==> src/rtl/instr_dispatch_coordinator_pkg.sv <==
// instr_dispatch_coordinator_pkg: instruction types, opcode decode and unit selectors for the dispatch coordinator
package instr_dispatch_coordinator_pkg;

    typedef struct packed {
        logic [7:0]  opcode;
        logic [31:0] length;
        logic [15:0] acc_addr;
        logic [23:0] buffer_addr;
    } instr_type;

    typedef struct packed {
        logic [31:0] length;
        logic [23:0] buffer_addr;
    } weight_instr_type;

    localparam instr_type        INSTR_INIT  = '0;
    localparam weight_instr_type WEIGHT_INIT = '0;

    localparam logic [7:0] OP_NOP         = 8'h00;
    localparam logic [7:0] OP_SYNC        = 8'hFF;
    localparam logic [7:0] OP_WEIGHT      = 8'h08;
    localparam logic [7:0] OP_WEIGHT_MASK = 8'hF8;
    localparam logic [7:0] OP_MATRIX      = 8'h20;
    localparam logic [7:0] OP_MATRIX_MASK = 8'hE0;
    localparam logic [7:0] OP_ACT         = 8'h80;
    localparam logic [7:0] OP_ACT_MASK    = 8'h80;

    typedef enum logic [1:0] {UNIT_W, UNIT_M, UNIT_A, UNIT_NONE} unit_sel_t;
    typedef enum logic [1:0] {S_RUN, S_DRAIN, S_PULSE} sync_state_t;

    function automatic unit_sel_t unit_of(input logic [7:0] op);
        return ((op & OP_WEIGHT_MASK) == OP_WEIGHT) ? UNIT_W :
               ((op & OP_MATRIX_MASK) == OP_MATRIX) ? UNIT_M :
               ((op & OP_ACT_MASK) == OP_ACT && op != OP_SYNC) ? UNIT_A : UNIT_NONE;
    endfunction

    function automatic weight_instr_type to_weight_instr(input instr_type i);
        return '{length: i.length, buffer_addr: i.buffer_addr};
    endfunction

endpackage

==> src/rtl/instr_dispatch_coordinator_fifo.sv <==
// coord_fifo: synchronous FIFO holding one unit's pending instructions
module coord_fifo #(
    parameter int W     = 8,
    parameter int DEPTH = 4
) (
    input  logic         clk,
    input  logic         rst,
    input  logic         push,
    input  logic         pop,
    input  logic [W-1:0] din,
    output logic [W-1:0] head,
    output logic         full,
    output logic         empty
);
    localparam int AW = $clog2(DEPTH);

    logic [W-1:0] mem [DEPTH];
    logic [AW-1:0] rd, wr;
    logic [AW:0] cnt;

    assign head  = mem[rd];
    assign full  = cnt == (AW+1)'(DEPTH);
    assign empty = cnt == '0;

    always_ff @(posedge clk) begin
        if (push) mem[wr] <= din;
    end

    always_ff @(posedge clk) begin
        if (!rst) begin
            rd  <= '0;
            wr  <= '0;
            cnt <= '0;
        end else begin
            if (push) wr <= wr + 1'b1;
            if (pop) rd <= rd + 1'b1;
            cnt <= cnt + (AW+1)'(push) - (AW+1)'(pop);
        end
    end
endmodule

==> src/rtl/instr_dispatch_coordinator.sv <==
// instr_dispatch_coordinator: queues decoded instructions per unit and dispatches them in tag-ordered fashion
module instr_dispatch_coordinator
    import instr_dispatch_coordinator_pkg::*;
#(
    parameter int QUEUE_DEPTH = 4,
    parameter int SEQ_WIDTH   = 8,
    parameter bit ORDERED     = 1'b1
) (
    input  logic             clk,
    input  logic             rst,
    input  logic             enable,
    input  instr_type        instr,
    input  logic             instr_valid,
    output logic             instr_ready,
    output logic             busy,
    input  logic             weight_busy,
    input  logic             matrix_busy,
    input  logic             activation_busy,
    output weight_instr_type weight_instr,
    output logic             weight_instr_enable,
    output instr_type        matrix_instr,
    output logic             matrix_instr_enable,
    output instr_type        activation_instr,
    output logic             activation_instr_enable,
    output logic             synchronize,
    output logic             illegal_opcode
);
    typedef struct packed {
        instr_type              instr;
        logic [SEQ_WIDTH-1:0]   tag;
    } coord_entry_t;

    sync_state_t state, state_nx;
    unit_sel_t unit;
    weight_instr_type w_head;
    coord_entry_t m_head, a_head;
    logic w_full, w_empty, m_full, m_empty, a_full, a_empty;
    logic is_sync, is_nop, is_ill, ready_c, take, drain_ok, idle_q;
    logic push_w, push_m, push_a, go_w, go_m, go_a;
    logic [SEQ_WIDTH-1:0] acc_w, acc_m, dis_w, dis_m, m_gap, a_gap;

    assign unit    = unit_of(instr.opcode);
    assign is_sync = instr.opcode == OP_SYNC;
    assign is_nop  = instr.opcode == OP_NOP;
    assign is_ill  = unit == UNIT_NONE && !is_sync && !is_nop;

    assign drain_ok = w_empty && m_empty && a_empty && idle_q
                   && !(weight_busy || matrix_busy || activation_busy)
                   && !(weight_instr_enable || matrix_instr_enable || activation_instr_enable);
    assign ready_c = unit == UNIT_W ? !w_full :
                     unit == UNIT_M ? !m_full :
                     unit == UNIT_A ? !a_full :
                     is_sync ? drain_ok : 1'b1;
    assign instr_ready = rst && ready_c;
    assign take   = enable && instr_valid && instr_ready;
    assign push_w = take && unit == UNIT_W;
    assign push_m = take && unit == UNIT_M;
    assign push_a = take && unit == UNIT_A;

    // A negative gap (msb set) means the upstream unit has not yet dispatched what this entry depends on
    assign m_gap = dis_w - m_head.tag;
    assign a_gap = dis_m - a_head.tag;
    assign go_w = enable && !w_empty && !weight_busy && !weight_instr_enable;
    assign go_m = enable && !m_empty && !matrix_busy && !matrix_instr_enable && (!ORDERED || !m_gap[SEQ_WIDTH-1]);
    assign go_a = enable && !a_empty && !activation_busy && !activation_instr_enable && (!ORDERED || !a_gap[SEQ_WIDTH-1]);

    assign synchronize = state == S_PULSE;
    assign busy = !w_empty || !m_empty || !a_empty || state == S_DRAIN
               || weight_instr_enable || matrix_instr_enable || activation_instr_enable;

    coord_fifo #(.W($bits(weight_instr_type)), .DEPTH(QUEUE_DEPTH)) u_wq (
        .clk(clk), .rst(rst), .push(push_w), .pop(go_w), .din(to_weight_instr(instr)),
        .head(w_head), .full(w_full), .empty(w_empty));
    coord_fifo #(.W($bits(coord_entry_t)), .DEPTH(QUEUE_DEPTH)) u_mq (
        .clk(clk), .rst(rst), .push(push_m), .pop(go_m), .din({instr, acc_w}),
        .head(m_head), .full(m_full), .empty(m_empty));
    coord_fifo #(.W($bits(coord_entry_t)), .DEPTH(QUEUE_DEPTH)) u_aq (
        .clk(clk), .rst(rst), .push(push_a), .pop(go_a), .din({instr, acc_m}),
        .head(a_head), .full(a_full), .empty(a_empty));

    always_comb begin
        state_nx = (enable && instr_valid && is_sync) ? (instr_ready ? S_PULSE : S_DRAIN) :
                   (enable || state == S_PULSE) ? S_RUN : state;
    end

    always_ff @(posedge clk) begin
        if (!rst) state <= S_RUN;
        else state <= state_nx;
    end

    always_ff @(posedge clk) begin
        if (!rst) begin
            idle_q                  <= 1'b0;
            acc_w                   <= '0;
            acc_m                   <= '0;
            dis_w                   <= '0;
            dis_m                   <= '0;
            weight_instr_enable     <= 1'b0;
            matrix_instr_enable     <= 1'b0;
            activation_instr_enable <= 1'b0;
            illegal_opcode          <= 1'b0;
            weight_instr            <= WEIGHT_INIT;
            matrix_instr            <= INSTR_INIT;
            activation_instr        <= INSTR_INIT;
        end else begin
            idle_q                  <= !(weight_busy || matrix_busy || activation_busy);
            weight_instr_enable     <= go_w;
            matrix_instr_enable     <= go_m;
            activation_instr_enable <= go_a;
            illegal_opcode          <= take && is_ill;
            if (go_w) weight_instr <= w_head;
            if (go_m) matrix_instr <= m_head.instr;
            if (go_a) activation_instr <= a_head.instr;
            if (push_w) acc_w <= acc_w + 1'b1;
            if (push_m) acc_m <= acc_m + 1'b1;
            if (go_w) dis_w <= dis_w + 1'b1;
            if (go_m) dis_m <= dis_m + 1'b1;
        end
    end
endmodule

==> config.mk <==
export PLATFORM = sky130hd
export DESIGN_NAME = instr_dispatch_coordinator
export DESIGN_NICKNAME = d
export VERILOG_FILES = /design/src/rtl/instr_dispatch_coordinator_pkg.sv /design/src/rtl/instr_dispatch_coordinator_fifo.sv /design/src/rtl/instr_dispatch_coordinator.sv
export SDC_FILE = /design/constraint.sdc
export NUM_CORES = 1
export LEC_CHECK = 0
export CORE_MARGIN = 4
export CORE_UTILIZATION = 63
export CTS_BUF_LIST = sky130_fd_sc_hd__clkbuf_16
export DETAILED_ROUTE_END_ITERATION = 8
export PLACE_DENSITY = 0.87
export SYNTH_ARGS = -nofsm -noshare
export SYNTH_HDL_FRONTEND = slang
export SYNTH_SLANG_ARGS = --single-unit
==> constraint.sdc <==
create_clock -name clk -period 11.6 [get_ports clk]
set_input_delay 3.48 -clock clk [delete_from_list [all_inputs] [get_ports clk]]
set_output_delay 3.48 -clock clk [all_outputs]
set_load 0.05 [all_outputs]
==> metrics.yaml <==
status: "finished clean"
crit_fanout: 13
skew_ps: 28.8
drive_above_1_share_pct: 15.0
route.detailed.drc: 0
ant_nets: 0
syn-num-nets: 2704
row_count: 97
tightest_slew_ps: 1390
clock_path_buffers: 3
io_buffers: 309
cap_violations: 0
path_cells: "clkdlybuf4s50_1 > nand4_1 > o2111ai_1 > o211ai_1 > nor3_1 > clkdlybuf4s50_1"
ys_ff_latch: 1208
ys_types: 54
clk_latency_ps: 690
crit_start: "instr[79]"
grt_max_degree: 91
crit_top_cell: "clkdlybuf4s50_1"
reg2reg_depth: 15
h-tree-depth: 3
vias: 27433
ctsResizeCount: 0
path_depth: 6
synth_ff_type: "edfxtp_1"
rsz0062_at_grt: "false"
setup_violations: 0
setup_ws_ps: 1830
crit_slowest_cell: "clkdlybuf4s50_1"
worstPathRequired_ps: 8120
critPathMaxStageDelay_ps: 860
drt-total-wl_mm: 130
mostFrequentLayoutCells: "edfxtp_1 (928), clkdlybuf4s50_1 (308), nand2_1 (301), dfxtp_1 (274), mux4_2 (230)"
synth_area_leaders: "edfxtp_1 (62%), dfxtp_1 (12%), mux4_2 (12%)"
worstSetupPathType: "input pin to output pin"
grt_pass1_vias: 27992
crit_end: "instr_ready"
clkTransAtPathRegs_ps: 60
cts_hold_buf: 0
syn_area_mm2: 0.0449
crit_family: "buffers and inverters"
dr.pass1.iters: 8
dieWidth_um: 275
dp_cells: 3702
drv_slew: 0
min_path_type: "flop to flop"
cts-buffers-inserted: 109
synth_edf_count: 928
die-area_mm2: 0.0756
ctsRootBufferMaster: "clkbuf_16"
layout.nets: 2997
peakVddDrop_v: 0.000132
leakage_nw: 16.6
yosysWarnings: 0
drt_iter0_drc: 4642
place_ws_ps: 1910
max_clock_freq_mhz: 102
finalCritPeriodShare_pct: 84.2
postCtsSetupBuffers: 0
worstReg2RegEnd: "u_mq.cnt[2]$_SDFF_PN0_"
gp_congestion: 0.792
relSlewSlack_pct: 7.06
finalHoldViolCount: 0
power.total_mw: 8.85
final_common_cell: "edfxtp_1"
viasPerCell: 7.01
syn_to_final_growth_pct: 16.5
arrival_ps: 6290
overflow: 0
wl_per_cell_um: 33.3
cts_sinks: 1208
die_y_um: 275
startpoint_type: "input pin"
fp.coreArea_mm2: 0.0704
synthCells: 2580
cts_tree: "yes"
grt_pass1_wl_mm: 181
cellPowerDensity_mw_per_mm2: 169
initial_utilization_pct: 63.8
async_reset_ff_share_pct: 0
ys_seq_area_share_pct: 74.5
reg2reg_slack_ps: 5770
yosysTopAreaCellShare_pct: 62.1
avgSynthCellArea_um2: 17.4
holdWs_ps: 458
yosys.area.top_type: "edfxtp_1"
track_usage_pct: 32.7
hpwl_mm: 62.7
crit_buf_inv: 2
instances_no_fill: 3911
fin_crit_ps: 9770
antenna_found_initial: 5
setup_tns_ps: 0
ios: 310
crit_path_end_kind: "output pin"
==> worst register-to-register path, stage by stage (launching register included) <==
cell and delay (ps):
dfxtp_4 980, mux4_2 660, inv_1 90, ha_1 220
o21a_1 200, o21ai_0 500, o31ai_1 280, o21ai_4 170
buf_4 1000, nand2_1 200, ha_1 360, inv_1 60
ha_1 220, fa_1 420, xnor2_1 240, nor2_1 80
==> layer usage <==
metal | up-vias | GRT usage [%] | wire length (µm)
met5 | - | 0 | 13
li1 | 10523 | - | -
met3 | 535 | 7.22 | 16100
met2 | 2759 | 53.9 | 64400
met1 | 13614 | 41.0 | 41400
met4 | 2 | 17.5 | 8210
==> kinds of logic after synthesis <==
kind of cell	share of synthesized area [%]
compound gates	3.23
xor+xnor	0.449
flops	74.5
buf+inv	1.69
fa+ha+maj	1.08
mux	13.8
simple gates	5.18
==> layout make-up <==
cell class | instances | area (µm²)
Fill cell | 3578 | 18100
Sequential cell | 1208 | 33500
Tap cell | 940 | 1180
Inverter | 36 | 140
Timing Repair Buffer | 334 | 3280
Antenna cell | 4 | 10.0
Multi-Input combinational cell | 1184 | 10800
Clock inverter | 94 | 677
Clock buffer | 111 | 2780
==> Yosys cell counts (5+ instances only) <==
cell type	n
o21ai_0	89
ha_1	34
inv_1	35
mux2i_1	103
buf_2	12
xor2_1	9
nand2_1	301
or3_1	5
clkbuf_1	119
and2_1	18
xnor2_1	14
buf_1	13
a21oi_1	153
nor2_1	44
buf_4	7
dfxtp_1	280
nand4_1	13
a21o_1	5
nand3_1	97
o21a_1	6
nor3_1	9
mux4_2	230
nand2b_1	8
edfxtp_1	928
==> report_power, final <==
part / internal, mW / switching (mW)
clock network: 1.94 / 1.67
logic: 0.174 / 0.333
registers: 4.69 / 0.0475
==> per-stage QoR <==
stage                     area (µm²)  util (%)
final                          52300      74.3
after global placement         48900      69.4
after detailed placement       48900      69.4
after global routing           52300      74.3
after CTS                      52300      74.3
after floorplan                44900         -
==> how the worst min path moves through the flow <==
| stage | start | endpoint | slack (ps) | cells after the start |
|---|---|---|---|---|
| final | activation_instr[24]$_SDFFE_PN0P_ | activation_instr[24]$_SDFFE_PN0P_ | 460 | 2 |
| after global routing | activation_instr[78]$_SDFFE_PN0P_ | activation_instr[78]$_SDFFE_PN0P_ | 490 | 2 |
| after CTS | activation_instr[50]$_SDFFE_PN0P_ | activation_instr[50]$_SDFFE_PN0P_ | 460 | 2 |
| after detailed placement | activation_instr[50]$_SDFFE_PN0P_ | activation_instr[50]$_SDFFE_PN0P_ | 450 | 2 |
| after global placement | activation_instr[64]$_SDFFE_PN0P_ | activation_instr[64]$_SDFFE_PN0P_ | 440 | 2 |
| after floorplan | u_aq.rd[1]$_SDFFE_PN0P_ | flop | 450 | 2 |
==> registers in the layout, indices dropped and copies added, names as in the netlist, 2 cells and up, named ones only <==
| signal | count |
|---|---|
| matrix_instr | 80 |
| u_mq.mem | 352 |
| state | 2 |
| u_wq.mem | 224 |
| u_mq.cnt | 3 |
| dis_m | 8 |
| acc_w | 8 |
| activation_instr | 80 |
| dis_w | 8 |
| u_wq.cnt | 3 |
| u_wq.wr | 2 |
| acc_m | 8 |
| weight_instr | 56 |
| u_aq.cnt | 3 |
| u_aq.rd | 2 |
| u_aq.wr | 2 |
| u_aq.mem | 352 |
| u_mq.wr | 2 |
| u_mq.rd | 2 |
| u_wq.rd | 2 |
(Power assumes the default switching activity.)
